`src/rtl/ps2_pkg.sv`:
```
`default_nettype none
// +--------------------------------------------------------------------+
// | Module   : ps2_pkg                                                 |
// | Brief    : PS/2 scan-code constants, decoder states, event layout  |
// | Revision : 1.0                                                     |
// +--------------------------------------------------------------------+
package ps2_pkg;

   localparam logic [7:0] PS2_EXT   = 8'hE0;
   localparam logic [7:0] PS2_BRK   = 8'hF0;
   localparam logic [7:0] PS2_PAUSE = 8'hE1;
   localparam logic [7:0] PS2_ERR0  = 8'h00;
   localparam logic [7:0] PS2_ERR1  = 8'hFF;

   localparam int EVT_W = 10;

   typedef enum logic [2:0] {
      ST_IDLE    = 3'd0,
      ST_EXT     = 3'd1,
      ST_BRK     = 3'd2,
      ST_EXT_BRK = 3'd3,
      ST_PAUSE   = 3'd4
   } ps2_state_t;

   typedef struct packed {
      logic       ext;
      logic       brk;
      logic [7:0] code;
   } ps2_evt_t;

   function automatic logic is_err_byte(input logic [7:0] b);
      return (b == PS2_ERR0) || (b == PS2_ERR1);
   endfunction

endpackage
`default_nettype wire

```
`src/rtl/ps2_evt_fifo.sv`:
```
`default_nettype none
// +--------------------------------------------------------------------+
// | Module   : ps2_evt_fifo                                            |
// | Brief    : Synchronous first-word-fall-through event FIFO          |
// | Revision : 1.0                                                     |
// +--------------------------------------------------------------------+
module ps2_evt_fifo #(
   parameter int WIDTH = 10,
   parameter int DEPTH = 8
) (
   input  logic             clk,
   input  logic             resetn,
   input  logic             push,
   input  logic             pop,
   input  logic [WIDTH-1:0] din,
   output logic [WIDTH-1:0] dout,
   output logic             full,
   output logic             empty
);

   localparam int          AW     = (DEPTH > 1) ? $clog2(DEPTH) : 1;
   localparam logic [AW:0] C_FULL = (AW+1)'(DEPTH);

   logic [WIDTH-1:0] r_mem [DEPTH];
   logic [AW-1:0]    r_wptr;
   logic [AW-1:0]    r_rptr;
   logic [AW:0]      r_count;
   logic             w_do_push;
   logic             w_do_pop;

   assign empty = (r_count == '0);
   assign full  = (r_count == C_FULL);
   assign dout  = r_mem[r_rptr];

   // A pop in the same cycle frees the slot a push into a full FIFO needs.
   assign w_do_pop  = pop & ~empty;
   assign w_do_push = push & (~full | w_do_pop);

   always_ff @(posedge clk) begin
      if (!resetn) begin
         r_wptr  <= '0;
         r_rptr  <= '0;
         r_count <= '0;
      end else begin
         if (w_do_push) r_wptr <= r_wptr + 1'b1;
         if (w_do_pop)  r_rptr <= r_rptr + 1'b1;
         case ({w_do_push, w_do_pop})
            2'b10:   r_count <= r_count + 1'b1;
            2'b01:   r_count <= r_count - 1'b1;
            default: r_count <= r_count;
         endcase
      end
   end

   always_ff @(posedge clk) begin
      if (w_do_push) r_mem[r_wptr] <= din;
   end

endmodule
`default_nettype wire

```
`src/rtl/ps2_key_ctrl.sv`:
```
`default_nettype none
// +--------------------------------------------------------------------+
// | Module   : ps2_key_ctrl                                            |
// | Brief    : PS/2 byte stream to key-event sequencer with event FIFO |
// | Revision : 1.0                                                     |
// +--------------------------------------------------------------------+
module ps2_key_ctrl
   import ps2_pkg::*;
#(
   parameter int FIFO_DEPTH = 8,
   parameter int REPEAT_EN  = 0,
   parameter int PAUSE_LEN  = 7
) (
   input  logic       clk,
   input  logic       resetn,
   input  logic       byte_valid,
   input  logic [7:0] byte_data,
   output logic       evt_valid,
   input  logic       evt_ready,
   output logic [7:0] evt_code,
   output logic       evt_ext,
   output logic       evt_brk,
   output logic       held,
   output logic [8:0] held_code,
   output logic [7:0] press_cnt,
   output logic       ovf,
   output logic       err,
   input  logic       clr
);

   localparam int             SKW    = (PAUSE_LEN > 1) ? $clog2(PAUSE_LEN + 1) : 1;
   localparam logic [SKW-1:0] C_SKIP = SKW'(PAUSE_LEN);
   localparam logic           C_REP  = (REPEAT_EN != 0);

   ps2_state_t       r_state, w_state_nxt;
   logic [SKW-1:0]   r_skip_cnt, w_skip_nxt;
   logic             r_bv_q;
   logic             r_held;
   logic [8:0]       r_held_code;
   logic [7:0]       r_press_cnt;
   logic             r_ovf;
   logic             r_err;

   logic             w_acc;
   logic             w_evt_go;
   logic             w_evt_ext;
   logic             w_evt_brk;
   logic             w_proto_err;
   logic [8:0]       w_key;
   logic             w_repeat;
   logic             w_push;
   logic             w_new_press;
   logic             w_pop;
   logic             w_drop;
   logic             w_full;
   logic             w_empty;
   ps2_evt_t         w_din;
   logic [EVT_W-1:0] w_dout;
   ps2_evt_t         w_head;

   assign w_acc = byte_valid & ~r_bv_q;

   always_ff @(posedge clk) begin
      if (!resetn) begin
         r_state    <= ST_IDLE;
         r_skip_cnt <= '0;
      end else begin
         r_state    <= w_state_nxt;
         r_skip_cnt <= w_skip_nxt;
      end
   end

   always_comb begin
      w_state_nxt = r_state;
      w_skip_nxt  = r_skip_cnt;
      w_evt_go    = 1'b0;
      w_evt_ext   = 1'b0;
      w_evt_brk   = 1'b0;
      w_proto_err = 1'b0;
      if (w_acc) begin
         if (r_state == ST_PAUSE) begin
            // Pause bytes are swallowed whole, error codes included.
            if (r_skip_cnt <= SKW'(1)) begin
               w_state_nxt = ST_IDLE;
               w_skip_nxt  = '0;
            end else begin
               w_skip_nxt = r_skip_cnt - 1'b1;
            end
         end else if (is_err_byte(byte_data)) begin
            w_proto_err = 1'b1;
            w_state_nxt = ST_IDLE;
         end else begin
            case (r_state)
               ST_IDLE: begin
                  if (byte_data == PS2_EXT) begin
                     w_state_nxt = ST_EXT;
                  end else if (byte_data == PS2_BRK) begin
                     w_state_nxt = ST_BRK;
                  end else if (byte_data == PS2_PAUSE) begin
                     w_state_nxt = ST_PAUSE;
                     w_skip_nxt  = C_SKIP;
                  end else begin
                     w_evt_go = 1'b1;
                  end
               end
               ST_EXT: begin
                  if (byte_data == PS2_BRK) begin
                     w_state_nxt = ST_EXT_BRK;
                  end else if (byte_data == PS2_EXT || byte_data == PS2_PAUSE) begin
                     w_proto_err = 1'b1;
                     w_state_nxt = ST_IDLE;
                  end else begin
                     w_evt_go    = 1'b1;
                     w_evt_ext   = 1'b1;
                     w_state_nxt = ST_IDLE;
                  end
               end
               ST_BRK, ST_EXT_BRK: begin
                  w_state_nxt = ST_IDLE;
                  if (byte_data == PS2_EXT || byte_data == PS2_PAUSE || byte_data == PS2_BRK) begin
                     w_proto_err = 1'b1;
                  end else begin
                     w_evt_go  = 1'b1;
                     w_evt_brk = 1'b1;
                     w_evt_ext = (r_state == ST_EXT_BRK);
                  end
               end
               default: w_state_nxt = ST_IDLE;
            endcase
         end
      end
   end

   assign w_key       = {w_evt_ext, byte_data};
   assign w_repeat    = r_held && (r_held_code == w_key);
   assign w_push      = w_evt_go && (w_evt_brk || !w_repeat || C_REP);
   assign w_new_press = w_evt_go && !w_evt_brk && !w_repeat;
   assign w_pop       = evt_valid & evt_ready;
   assign w_drop      = w_push & w_full & ~w_pop;
   assign w_din       = '{ext: w_evt_ext, brk: w_evt_brk, code: byte_data};

   always_ff @(posedge clk) begin
      if (!resetn) begin
         r_bv_q      <= 1'b0;
         r_held      <= 1'b0;
         r_held_code <= '0;
         r_press_cnt <= '0;
         r_ovf       <= 1'b0;
         r_err       <= 1'b0;
      end else begin
         r_bv_q <= byte_valid;
         if (w_new_press) begin
            r_held      <= 1'b1;
            r_held_code <= w_key;
         end else if (w_evt_go && w_evt_brk && (r_held_code == w_key)) begin
            r_held <= 1'b0;
         end
         // clr outranks any same-cycle increment or sticky set.
         if (clr) begin
            r_press_cnt <= '0;
            r_ovf       <= 1'b0;
            r_err       <= 1'b0;
         end else begin
            if (w_new_press) r_press_cnt <= r_press_cnt + 1'b1;
            if (w_drop)      r_ovf       <= 1'b1;
            if (w_proto_err) r_err       <= 1'b1;
         end
      end
   end

   ps2_evt_fifo #(
      .WIDTH (EVT_W),
      .DEPTH (FIFO_DEPTH)
   ) u_fifo (
      .clk    (clk),
      .resetn (resetn),
      .push   (w_push),
      .pop    (w_pop),
      .din    (w_din),
      .dout   (w_dout),
      .full   (w_full),
      .empty  (w_empty)
   );

   assign w_head    = w_dout;
   assign evt_valid = ~w_empty;
   assign evt_code  = w_head.code;
   assign evt_ext   = w_head.ext;
   assign evt_brk   = w_head.brk;
   assign held      = r_held;
   assign held_code = r_held_code;
   assign press_cnt = r_press_cnt;
   assign ovf       = r_ovf;
   assign err       = r_err;

endmodule
`default_nettype wire

```
`config.mk`:
```
export PLATFORM = sky130hd
export DESIGN_NAME = ps2_key_ctrl
export DESIGN_NICKNAME = d
export VERILOG_FILES = /design/src/rtl/ps2_pkg.sv /design/src/rtl/ps2_evt_fifo.sv /design/src/rtl/ps2_key_ctrl.sv
export SDC_FILE = /design/constraint.sdc
export NUM_CORES = 1
export LEC_CHECK = 0
export ABC_AREA = 1
export ABC_CLOCK_PERIOD_IN_PS = 2460
export BUFFER_PORTS_ARGS = -buffer_cell sky130_fd_sc_hd__buf_2
export CELL_PAD_IN_SITES_DETAIL_PLACEMENT = 1
export CELL_PAD_IN_SITES_GLOBAL_PLACEMENT = 1
export CORE_MARGIN = 2
export CORE_UTILIZATION = 42
export DETAILED_ROUTE_END_ITERATION = 10
export MAX_ROUTING_LAYER = met4
export PLACE_DENSITY = 0.81
export SLEW_MARGIN = 15
export SYNTH_ARGS = -nofsm -noshare
export SYNTH_HDL_FRONTEND = slang
export SYNTH_SLANG_ARGS = --single-unit
```
`constraint.sdc`:
```
create_clock -name clk -period 2.46 [get_ports clk]
set_clock_uncertainty 0.05 [all_clocks]
set_input_delay 0.492 -clock clk [delete_from_list [all_inputs] [get_ports clk]]
set_output_delay 0.492 -clock clk [all_outputs]
set_load 0.05 [all_outputs]
```
==> results.md, run 1 <==
- Count of final hold-check violations: 0
- Vias: 4,302
- CTS tree: done
- Clk root buf: clkbuf_16
- CTS clk-pin slew, worst paths: 0.05 ns
- Crit path kind: primary input to flip-flop
- Ys async rst share: 0
- Die Wd: between 100 and 150 um
- CP most frequent cell: nand2_1
- Power Dens Cells: 1060 nW/um^2
- DR DRC count: 0
- DPL Wire Length: between 10 and 15 mm
- Maxcap violations: 0
- Seq cells post-synth: 120
- Ranking of synthesized cells by area: edfxtp_1, dfxtp_1, nor2_1
- Sequential fraction of the synthesis area: 0.607
- Startpoint Class: primary input
- EDFF count, synth: 80
- Post-Syn Nets: 553
- Cell Rows: 40
- Worst endpoint required time: about 2.7 ns
- Clk_lat worst skew: roughly 0.42 ns
- Min-Delay Path Class: primary input to flip-flop
- Vias in the first global route: between 4,000 and 5,000
- WL/cell: approximately 20 um
- Highest clock rate: 0.408 GHz
- Top Ports: 44
- Largest net degree at the start of global routing: around 40
- P&R area growth vs syn: 31.8%
- CTS buffer count: 17
- Synth unique cells: 38
- RSZ-0062 raised after global routing: true
- Die area: around 13,000 um^2
- Final cell count without fillers: around 800
- Top FF cell, synth: edfxtp_1
- Cell Count Post-Placement: between 700 and 800
- Final Util: 0.572
- Total track usage: 0.254
- Outcome: completed
- Synth area leader: edfxtp_1
- Grt ovf: 0
- Critical Path AT: 2.72 ns
- Period utilization: 0.997
- CP max stage delay: ~0.24 ns
- CP max FO: 7
- Clk sinks: 120
- Post-CTS Hold Buffers: 0
- Initial Utilization: 0.434
- Routed WL: roughly 16 mm
- Avg Cell Area, Syn: slightly below 10 um^2
- DR pass1 iterations: 4
- Final Max Slew Viols: 0
- Initial antenna violation count: 0
- Most frequent cell after synthesis: nor2_1
- DIE HEIGHT: 116 um
- Worst path cell trace: buf_4 > inv_2 > nand2_1 > nor2_4 > nand2_2 > nand3_2 > buf_4 > nor2_1 > nand2_1 > inv_2 > nand2_4 > nand3_4 > inv_4 > ha_4 > nand2_1 > nand2_1 > a31oi_2 > inv_1 > nand2_2 > nand3_1 > nand2_1 > nor2_1
- Lkg Pwr: around 2.8 nW
- Final Instance Area: just under 7000 um^2
- Layout cell share with drive strength beyond 1: 0.316
- Synth top cells by count: nor2_1, edfxtp_1, o21ai_0
- CP max-delay cell: ha_4
- DRT iter0 DRCs: around 270
- # diodes: 0
- NumNets Final: ~660
- Post-DRT Antenna Nets: 0
- Final Wtd Congestion: between 0.8 and 0.9
- Top cell type's share of synthesized area: 0.455
- First-pass GRT wire length: between 20 and 25 mm
- Minimum clock period: ~2.5 ns
- Worst Tran Pin Value: 0.452 ns
- Port bufs: between 40 and 50
- Clk buf depth: 2
- Cells after Synth: around 530
- Synth Warn #: 0
- Post-Synthesis Cell Area: about 5300 um^2
- Filler instances: 1,351
- CTS H-tree lvls: 4
- Mean number of vias per cell: between 5 and 6
- Final setup fails: 0
- VDD IR max: about 0.00043 V
- Setup crit end kind: flip-flop
- Post-DP Area: around 6200 um^2
- Core area: between 10,000 and 15,000 um^2
- Worst rel slew slack: 0.698
==> state kept, by name, summed over array words and instances, names as in the netlist, named ones only <==
register,cells
u_fifo.r_rptr,3
err,1
r_bv_q,1
press_cnt,8
held,1
u_fifo.r_mem,80
r_state,3
ovf,1
u_fifo.r_wptr,3
held_code,9
u_fifo.r_count,4
r_skip_cnt,3
==> cell type report <==
cell class / count / area [um^2] / share of cell area
clock buffers: 23 / 488 / 0.0701
multi-input cells: 349 / 1960 / 0.282
repair buffers: 109 / 805 / 0.116
flip-flops and latches: 120 / 3210 / 0.462
inverters: 45 / 184 / 0.0264
well taps: 168 / 210 / 0.0302
clock inverters: 9 / 96.3 / 0.0138
==> stage by stage <==
| step | setup WS, ns | hold WS, ns | power, mW | setup TNS, ns |
|---|---|---|---|---|
| after floorplan | -0.0966 | 0.383 | 3.97 | -0.265 |
| after global placement | -0.248 | 0.391 | 4.61 | -17.73 |
| after detailed placement | -0.353 | 0.416 | 4.73 | -25.69 |
| after CTS | -0.0115 | 0.281 | 7.28 | -0.0144 |
| after global routing | -0.120 | 0.296 | 7.69 | -2.13 |
| final | 0.00827 | 0.300 | 7.38 | 0 |
==> placed cells by master (no fill, tap or decap), types with 4 or more instances in the layout <==
cell type and count:
o21ai_1 5, nand2_4 5, nand3_2 4, edfxtp_1 80, dfxtp_1 34, nor2_1 106, clkbuf_16 18, xnor2_1 6
clkbuf_8 4, buf_6 7, a21oi_1 30, nand2_1 45, clkinv_2 5, buf_4 63, buf_2 33, nand3_1 10
nor2_4 8, inv_2 8, xnor2_2 4, ha_1 6, nand4_1 5, dfxtp_2 5, o21ai_0 56, nand2_2 8
a31oi_1 11, inv_1 33, o22ai_1 10, nor2_2 6
==> cells by family (layout without fill, tap and decap cells) <==
logic type / after synthesis / count (layout) / synth area share
DFF: 120 / 120 / 0.607
xor gates and xnor gates: 11 / 11 / 0.0182
adders and majority gates: 8 / 8 / 0.0204
AOI/OAI and AO/OA: 120 / 120 / 0.122
and+or+nand+nor: 210 / 210 / 0.185
buffers and inverters: 63 / 186 / 0.0483
==> critical path: cells and delay by family <==
kind / cells / cell delay, ns
buf+inv: 6 / 0.61
compound gates: 1 / 0.19
simple gates: 14 / 1.16
fa+ha+maj: 1 / 0.24
==> per-layer routing <==
layer	part of all wire	GRT usage	up-vias
met5	0	-	-
met4	0.025	0.110	0
met3	0.044	0.0555	31
met2	0.53	0.444	102
met1	0.40	0.281	2130
li1	-	-	2039
==> report_power, final <==
part           internal (mW)  switching (mW)
clock                   1.58           0.874
sequential              2.29           0.141
combinational          0.825            1.66
==> worst paths after layout <==
path	startpoint	end	slack (ns)	cells after the start
hold reg to reg	u_fifo.r_rptr[2]	u_fifo.r_rptr[2]	0.42	2
hold / removal	byte_valid	r_bv_q	0.30	3
setup reg to reg	held_code[3]	u_fifo.r_count[3]	0.06	18
setup / recovery	byte_data[4]	u_fifo.r_count[3]	0.008	22
==> repair_timing <==
action / in CTS / in global routing
pin swaps: 1 / 8
hold endpoints to repair: 0 / 0
gates resized for setup: 12 / 43
gates cloned: 0 / 1
buffers inserted: 0 / 1
endpoints found under the setup margin: 11 / 91
No activity file was read; power rests on OpenSTA's default activity.
==> inputs of run 2 (changes only) <==
Settings changed: CORE_ASPECT_RATIO set to 0.7.
==> run 2 against run 1 <==
Clock power up 2%. Sequential share of layout area fell by 0.21 points. Sequential power barely moved. Largest cell class unchanged.
==> results.md, run 2 (synthesis results as in run 1) <==
- Post-CTS Hold Buffers: 0
- Period utilization: 0.980
- Final cell count without fillers: 823
- Post-DP Area: 6150 um^2
- Crit path kind: flip-flop to primary output
- NetSw: 2.75 mW
- RSZ-0062 raised after global routing: true
- DIE HEIGHT: between 90 and 100 um
- Critical Path AT: approximately 1.9 ns
- Power Dens Cells: ~1100 nW/um^2
- Commonest non-fill, non-tap cell in the layout: nor2_1
- Highest clock rate: between 0.4 and 0.5 GHz
- Final Wtd Congestion: roughly 0.84
- Clk root buf: clkbuf_16
- Initial antenna violation count: 0
- Startpoint Class: flip-flop
- Lkg Pwr: approximately 2.8 nW
- CP max-delay cell: dfxtp_4
- Layout cell share with drive strength beyond 1: 0.336
- Largest Register: u_fifo.r_mem
- Minimum clock period: 2.41 ns
- Seq pwr share: 0.324
- DP Worst Slack: -0.467 ns
- Min-Delay Path Class: primary input to flip-flop
- Clock share of power: 0.335
- CTS clk-pin slew, worst paths: approximately 0.060 ns
- Final TNS setup: 0 ns
- Top Ports: between 40 and 50
- CP max FO: 9
- Worst rel slew slack: 0.712
- Commonest non-fill, non-tap cells in the layout: nor2_1, edfxtp_1, buf_4
- CTS tree: done
- Maxcap violations: 0
- First-pass GRT wire length: 25.4 mm
- Port bufs: 43
- Filler instances: around 1,400
- Die Wd: roughly 140 um
- DPL Wire Length: about 11 mm
- Count of final hold-check violations: 0
- CP max stage delay: about 0.43 ns
- Grt ovf: 0
- Routed WL: between 15 and 20 mm
- Int Pwr: 4.74 mW
- Worst path cell trace: inv_2 > buf_6 > buf_4 > nor2_1 > o21ai_0 > a31oi_1 > buf_4
- Final Max Slew Viols: 0
- # diodes: 0
- Setup crit end kind: primary output
- Total track usage: 0.253
- Final Instance Area: roughly 7000 um^2
- Worst endpoint required time: about 1.9 ns
- Core area: 12,300 um^2
- P&R area growth vs syn: 32.4%
- Switching power share of the total: 0.367
- Max reg flops: 80
- Combinational power share: 0.341
- Outcome: completed
- DR DRC count: 0
- DR pass1 iterations: 4
- Final setup fails: 0
- Clk buf depth: 2
- NumNets Final: between 600 and 700
- Largest net degree at the start of global routing: 29
- Cell Count Post-Placement: between 700 and 800
- Worst hold slack: between 0.2 and 0.3 ns
- Cell Rows: 34
- VDD IR max: approximately 0.00079 V
- CP most frequent cell: buf_4
- DRT iter0 DRCs: between 200 and 250
- Vias: 4,352
- Initial Utilization: 0.428
- Clk_lat worst skew: 0.42 ns
- Clk sinks: 120
- Die area: around 13,000 um^2
- Final setup margin: about 0.05 ns
- Worst Tran Pin Value: ~0.43 ns
- CTS H-tree lvls: 4
- WL/cell: 19.8 um
- Vias in the first global route: approximately 4,800
- Mean number of vias per cell: 5.29
- Post-DRT Antenna Nets: 0
- CTS buffer count: 17
[run 2: power groups by stage]
stage,Sequential [mW],Combinational [mW],Clock (mW)
3_3_place_gp,2.43,2.15,0
6_report,2.43,2.55,2.51
5_1_grt,2.44,2.74,2.62
2_1_floorplan,2.46,1.51,0
3_5_place_dp,2.44,2.26,0
4_1_cts,2.41,2.37,2.54
[run 2: critical path, delay by kind of cell, from the launching register on]
kind / cells / cell delay [ns]
buffers and inverters: 4 / 0.59
flip-flops: 1 / 0.43
AND/OR/NAND/NOR: 1 / 0.11
AO/OA/AOI/OAI: 2 / 0.31
[run 2: final cells by class]
type,count,area (um^2),area share
clock buffer,20,437,0.0625
tap,162,203,0.0290
multi-input combinational,349,1970,0.281
timing repair buffer,115,840,0.120
sequential,120,3210,0.460
clock inverter,12,151,0.0217
inverter,45,181,0.0260
[run 2: path summary, 6_finish.rpt]
| path | startpoint | end | slack, ns | depth (start not counted) |
|---|---|---|---|---|
| max | flip-flop | evt_ext | 0.05 | 7 |
| max reg2reg | r_bv_q | u_fifo.r_count[3] | 0.07 | 19 |
| min | byte_valid | r_bv_q | 0.29 | 3 |
| min reg2reg | ovf | ovf | 0.41 | 1 |
[run 2: layer usage]
metal	vias up	global-route usage	routed length [um]
li1	2062	-	-
met2	116	0.449	8610
met1	2154	0.282	6650
met4	0	0.0871	238
met3	20	0.0589	766
met5	-	-	0
[run 2: timing repair]
action                                  CTS  global route
pin swaps                                 2            12
buffers inserted                          1             3
resized for setup                        21            60
cloned                                    0             2
endpoints found under the setup margin   71            92
[run 2: per-stage QoR]
step                utilization  total power [mW]
finish                    0.567              7.49
global route              0.567              7.80
CTS                       0.551              7.31
detailed placement        0.498              4.70
global placement          0.498              4.57
floorplan                     -              3.97
